`src/rtl/ram_port_arbiter.sv`:
```
// ram_port_arbiter: shares one single-port synchronous block RAM between the
// instruction-fetch requester (IF, read only) and the load/store requester
// (MEM, read or write). Each access runs IDLE -> ACCESS -> (WAIT) -> DONE.
// Build option: define RAM_ARB_RR_EN for round-robin arbitration on
// simultaneous requests; without it MEM always wins over IF.
module ram_port_arbiter #(
  parameter int ADDR_W = 17,
  parameter int DATA_W = 8
) (
  input  logic              clk,
  input  logic              rst,
  input  logic              if_req,
  input  logic [ADDR_W-1:0] if_addr,
  output logic              if_ready,
  output logic [DATA_W-1:0] if_rdata,
  input  logic              mem_req,
  input  logic              mem_rw,
  input  logic [ADDR_W-1:0] mem_addr,
  input  logic [DATA_W-1:0] mem_wdata,
  output logic              mem_ready,
  output logic [DATA_W-1:0] mem_rdata,
  output logic              ram_en,
  output logic              ram_r_nw,
  output logic [ADDR_W-1:0] ram_a,
  output logic [DATA_W-1:0] ram_d,
  input  logic [DATA_W-1:0] ram_q
);

  typedef enum logic [1:0] {
    S_IDLE,
    S_ACCESS,
    S_WAIT,
    S_DONE
  } state_t;

  state_t            state_q, state_d;
  logic              ram_en_q, ram_en_d;
  logic              ram_r_nw_q, ram_r_nw_d;
  logic [ADDR_W-1:0] ram_a_q, ram_a_d;
  logic [DATA_W-1:0] ram_d_q, ram_d_d;
  logic              if_ready_q, if_ready_d;
  logic              mem_ready_q, mem_ready_d;
  logic [DATA_W-1:0] if_rdata_q, if_rdata_d;
  logic [DATA_W-1:0] mem_rdata_q, mem_rdata_d;
  logic              gnt_mem_q, gnt_mem_d;
  logic              grant_mem;

`ifdef RAM_ARB_RR_EN
  localparam logic GRANT_IF  = 1'b0;
  localparam logic GRANT_MEM = 1'b1;
  logic last_grant_q, last_grant_d;
`endif

  // Pick the winner for a grant in IDLE; only meaningful when some req is high.
  always_comb begin
`ifdef RAM_ARB_RR_EN
    grant_mem = mem_req & (~if_req | (last_grant_q == GRANT_IF));
`else
    grant_mem = mem_req;
`endif
  end

  // Next-state and next-output computation for the access sequencer.
  always_comb begin
    state_d     = state_q;
    ram_en_d    = ram_en_q;
    ram_r_nw_d  = ram_r_nw_q;
    ram_a_d     = ram_a_q;
    ram_d_d     = ram_d_q;
    if_ready_d  = 1'b0;
    mem_ready_d = 1'b0;
    if_rdata_d  = if_rdata_q;
    mem_rdata_d = mem_rdata_q;
    gnt_mem_d   = gnt_mem_q;
`ifdef RAM_ARB_RR_EN
    last_grant_d = last_grant_q;
`endif
    case (state_q)
      S_IDLE: begin
        if (if_req || mem_req) begin
          gnt_mem_d = grant_mem;
          ram_en_d  = 1'b1;
          state_d   = S_ACCESS;
          if (grant_mem) begin
            ram_a_d    = mem_addr;
            ram_r_nw_d = mem_rw;
            ram_d_d    = mem_wdata;
          end else begin
            ram_a_d    = if_addr;
            ram_r_nw_d = 1'b1;
          end
`ifdef RAM_ARB_RR_EN
          last_grant_d = grant_mem ? GRANT_MEM : GRANT_IF;
`endif
        end
      end
      S_ACCESS: begin
        ram_en_d = 1'b0;
        if (ram_r_nw_q) begin
          state_d = S_WAIT;
        end else begin
          state_d     = S_DONE;
          mem_ready_d = gnt_mem_q;
          if_ready_d  = ~gnt_mem_q;
        end
      end
      S_WAIT: begin
        state_d = S_DONE;
        if (gnt_mem_q) begin
          mem_rdata_d = ram_q;
          mem_ready_d = 1'b1;
        end else begin
          if_rdata_d = ram_q;
          if_ready_d = 1'b1;
        end
      end
      S_DONE: begin
        state_d = S_IDLE;
      end
      default: begin
        state_d = S_IDLE;
      end
    endcase
  end

  // State and output registers; reset abandons any access in flight.
  always_ff @(posedge clk) begin
    if (rst) begin
      state_q     <= S_IDLE;
      ram_en_q    <= 1'b0;
      ram_r_nw_q  <= 1'b1;
      ram_a_q     <= '0;
      ram_d_q     <= '0;
      if_ready_q  <= 1'b0;
      mem_ready_q <= 1'b0;
      if_rdata_q  <= '0;
      mem_rdata_q <= '0;
      gnt_mem_q   <= 1'b0;
`ifdef RAM_ARB_RR_EN
      last_grant_q <= GRANT_IF;
`endif
    end else begin
      state_q     <= state_d;
      ram_en_q    <= ram_en_d;
      ram_r_nw_q  <= ram_r_nw_d;
      ram_a_q     <= ram_a_d;
      ram_d_q     <= ram_d_d;
      if_ready_q  <= if_ready_d;
      mem_ready_q <= mem_ready_d;
      if_rdata_q  <= if_rdata_d;
      mem_rdata_q <= mem_rdata_d;
      gnt_mem_q   <= gnt_mem_d;
`ifdef RAM_ARB_RR_EN
      last_grant_q <= last_grant_d;
`endif
    end
  end

  // The enable is gated by reset so a reset in ACCESS suppresses the RAM write.
  assign ram_en    = ram_en_q & ~rst;
  assign ram_r_nw  = ram_r_nw_q;
  assign ram_a     = ram_a_q;
  assign ram_d     = ram_d_q;
  assign if_ready  = if_ready_q;
  assign mem_ready = mem_ready_q;
  assign if_rdata  = if_rdata_q;
  assign mem_rdata = mem_rdata_q;

endmodule
```
`config.mk`:
```
export PLATFORM = sky130hd
export DESIGN_NAME = ram_port_arbiter
export DESIGN_NICKNAME = d
export VERILOG_FILES = /design/src/rtl/ram_port_arbiter.sv
export SDC_FILE = /design/constraint.sdc
export NUM_CORES = 1
export LEC_CHECK = 0
export ABC_AREA = 0
export ABC_CLOCK_PERIOD_IN_PS = 3320
export BUFFER_PORTS_ARGS = -buffer_cell sky130_fd_sc_hd__buf_4
export CAP_MARGIN = 25
export CORE_MARGIN = 10
export CORE_UTILIZATION = 30
export DETAILED_ROUTE_END_ITERATION = 16
export SLEW_MARGIN = 20
export SYNTH_ARGS = -nofsm -noshare
export SYNTH_HDL_FRONTEND = slang
export SYNTH_SLANG_ARGS = --single-unit
```
`constraint.sdc`:
```
create_clock -name clk -period 3.32 [get_ports clk]
set_input_delay 0.498 -clock clk [delete_from_list [all_inputs] [get_ports clk]]
set_output_delay 0.498 -clock clk [all_outputs]
set_load 0.01 [all_outputs]
```
==> flow_summary.yaml <==
worst_setup_path:
  cp.arrival_ps: 2060
  cp-end-kind: "flip-flop"
  slowest_stage: "o21a_1"
  crit_buf_inv: 2
  crit_type: "flip-flop to flip-flop"
  rr_startpoint: "state_q[0]$_SDFFE_PP0P_"
  cp.required_ps: 3490
  critical-path-top-delay-family: "compound AO/OA/AOI/OAI gates"
  worstPathMaxFanout: 22
  reg2regPathDepth: 6
  startpoint_type: "flip-flop"
  rrSetupSlack_ps: 1430
  r2r_end: "gnt_mem_q$_SDFFE_PP0P_"
  path_cells: "inv_1 -> ha_1 -> o21a_1 -> buf_4 -> o21ai_0 -> nor2b_1"
  cpPeakStageDelay_ps: 450
sta:
  fin_setup_tns_ps: 0
  rsz0062_at_grt: "no"
  setup_violations: 0
  tightest_slew_ps: 517
  finalHoldViolCount: 0
  skew_ps: 6.82
  fin_crit_ps: 1890
  slew_violations: 0
  relSlewSlack_pct: 65.5
  post-route-period-util_pct: 56.9
  max_freq_mhz: 529
  fin_ws_ps: 1430
clock_network:
  cts_tree: "built"
  clk_latency_ps: 300
  cts_setup_buffers: 0
  cts_root_buffer: "clkbuf_8"
  cts_resized: 0
  path_clk_slew_ps: 90
  cts_buffers: 5
  cts_hold_buffers: 0
  cts_buffer_depth: 2
  h-tree-depth: 2
  cts_sinks: 48
layout:
  area_delta_synth_final_pct: 43.5
  antenna_cells: 0
  layout-drive-gt1-share_pct: 35.9
  most-common-layout-cells: "buf_4, dfxtp_1, nor2_1, mux2i_1, nand2_1"
  utilization_pct: 44.4
  final_cells: 381
  regArea_um2: 961
  multi_input_area_um2: 900
  final_common_cell: "buf_4"
  nets: 363
  fillers: 657
yosys:
  synth_cell_types: 24
  synth_area_leaders: "dfxtp_1, mux2i_1, a211oi_1"
  netlist_instances: 211
  seq_area_frac_synth_pct: 48.9
  synth_top_area_share_pct: 48.9
  ys_warn_count: 0
  syn-num-nets: 271
  yosys_register_bits: 48
  synth_top_area_cell: "dfxtp_1"
  syn-cell-area_um2: 1960
  syn_area_per_cell_um2: 9.30
grt:
  antenna_found_initial: 0
  gr-usage-met2_pct: 15.6
  grt_util_met1_pct: 12.6
  grt_pass1_wl_um: 9000
  use_met3_pct: 7.20
  grt_max_degree: 49
  grt.total_usage_pct: 10.8
  first_global_vias: 1846
  busiest_layer: "met2"
  globalRouteOverflowTotal: 0
power:
  peakVddDrop_v: 0.000254
  leakage_nw: 1.33
  p_per_area_nw_per_um2: 704
routing:
  vias: 1743
  wirelength_um: 5670
  viasPerCell: 4.57
  first_pass_iters: 4
  ant_nets: 0
  drt-initial-drc-count: 32
  drc_errors: 0
  drt-wirelength-per-cell_um: 14.9
hold_path:
  hold_start: "mem_rw"
  worstHoldPathType: "input port to flip-flop"
  min_to: "ram_r_nw$_SDFFE_PP1P_"
  holdPathStages: 3
floorplanning:
  die_w_um: 101
  core_area_um2: 6350
  ioPinCount: 100
  dieArea_um2: 10200
  die_y_um: 101
  num_rows: 29
  initial_core_util_pct: 30.9
place:
  portBuffers: 99
  dp_hpwl_um: 4520
  placed_cells: 373
  place.gp.congestion: 0.765
  dp_slack_ps: 1310
flow_run:
  cap_viol_max_count: 0
status:
  outcome: "finished clean"
==> worst reg2reg max path, stage by stage, from the launching register on <==
cell and delay, ps:
dfxtp_1 340, inv_1 150, ha_1 250, o21a_1 450, buf_4 330, o21ai_0 90, nor2b_1 140
==> worst max path at each step <==
| stage | cells past startpoint | from | to |
|---|---|---|---|
| 2_1_floorplan | 5 | state_q[0]$_SDFFE_PP0P_ | ram_en_q$_SDFFE_PP0P_ |
| 6_report | 6 | state_q[0]$_SDFFE_PP0P_ | gnt_mem_q$_SDFFE_PP0P_ |
| 3_5_place_dp | 5 | mem_req | ram_a[10]$_SDFFE_PP0P_ |
| 5_1_grt | 6 | state_q[0]$_SDFFE_PP0P_ | gnt_mem_q$_SDFFE_PP0P_ |
| 3_3_place_gp | 5 | mem_req | gnt_mem_q$_SDFFE_PP0P_ |
| 4_1_cts | 6 | state_q[0]$_SDFFE_PP0P_ | ram_a[10]$_SDFFE_PP0P_ |
==> cell type report <==
cell class,count,area share (%)
multi-input cells,144,31.9
inverters,4,0.533
clock inverters,1,0.267
repair buffers,100,26.7
clock buffers,7,3.07
well taps,77,3.42
flip-flops and latches,48,34.1
==> synth_stat cells (all sizes together) <==
master   n
o21a     1
or3b     1
ha       5
clkbuf   4
inv      4
mux2i   26
buf     11
nand3    8
nor2b    4
nor2    29
a221oi   1
dfxtp   48
mux2     1
a211oi  18
nand2   26
o21ai    4
and2     1
a21oi   16
nand2b   2
o22ai    1
==> registers in the layout, summed over array words and instances (netlist names) <==
name and flops:
if_rdata 8, ram_r_nw 1, ram_a 17, state_q 2, mem_rdata 8, if_ready 1
gnt_mem_q 1, mem_ready 1, ram_en_q 1, ram_d 8
==> routing by layer <==
metal	share of wire (%)	wire [um]
met2	41	2320
met1	44	2490
met4	1.4	82
met5	0	0
met3	14	775
==> per-stage QoR <==
stage	instance area, um2	total power, W	hold WS (ps)
3_3_place_gp	2720	0.00163	443
5_1_grt	2820	0.00213	442
4_1_cts	2820	0.00202	424
2_1_floorplan	1960	0.00132	481
6_report	2820	0.00198	435
3_5_place_dp	2720	0.00165	449
==> logic make-up after synthesis <==
logic type	Yosys count	share of synthesized area [%]
AND/OR/NAND/NOR	71	15.4
multiplexers	27	13.8
adder cells (fa/ha/maj)	5	3.19
AO/OA/AOI/OAI	41	13.4
buffers and inverters	19	5.23
flip-flops	48	48.9
==> report_power, final <==
part           internal, W  switching (W)
registers         0.000722      0.0000884
logic             0.000387       0.000426
clock network     0.000169       0.000189
Power figures use the tool's default switching activity.
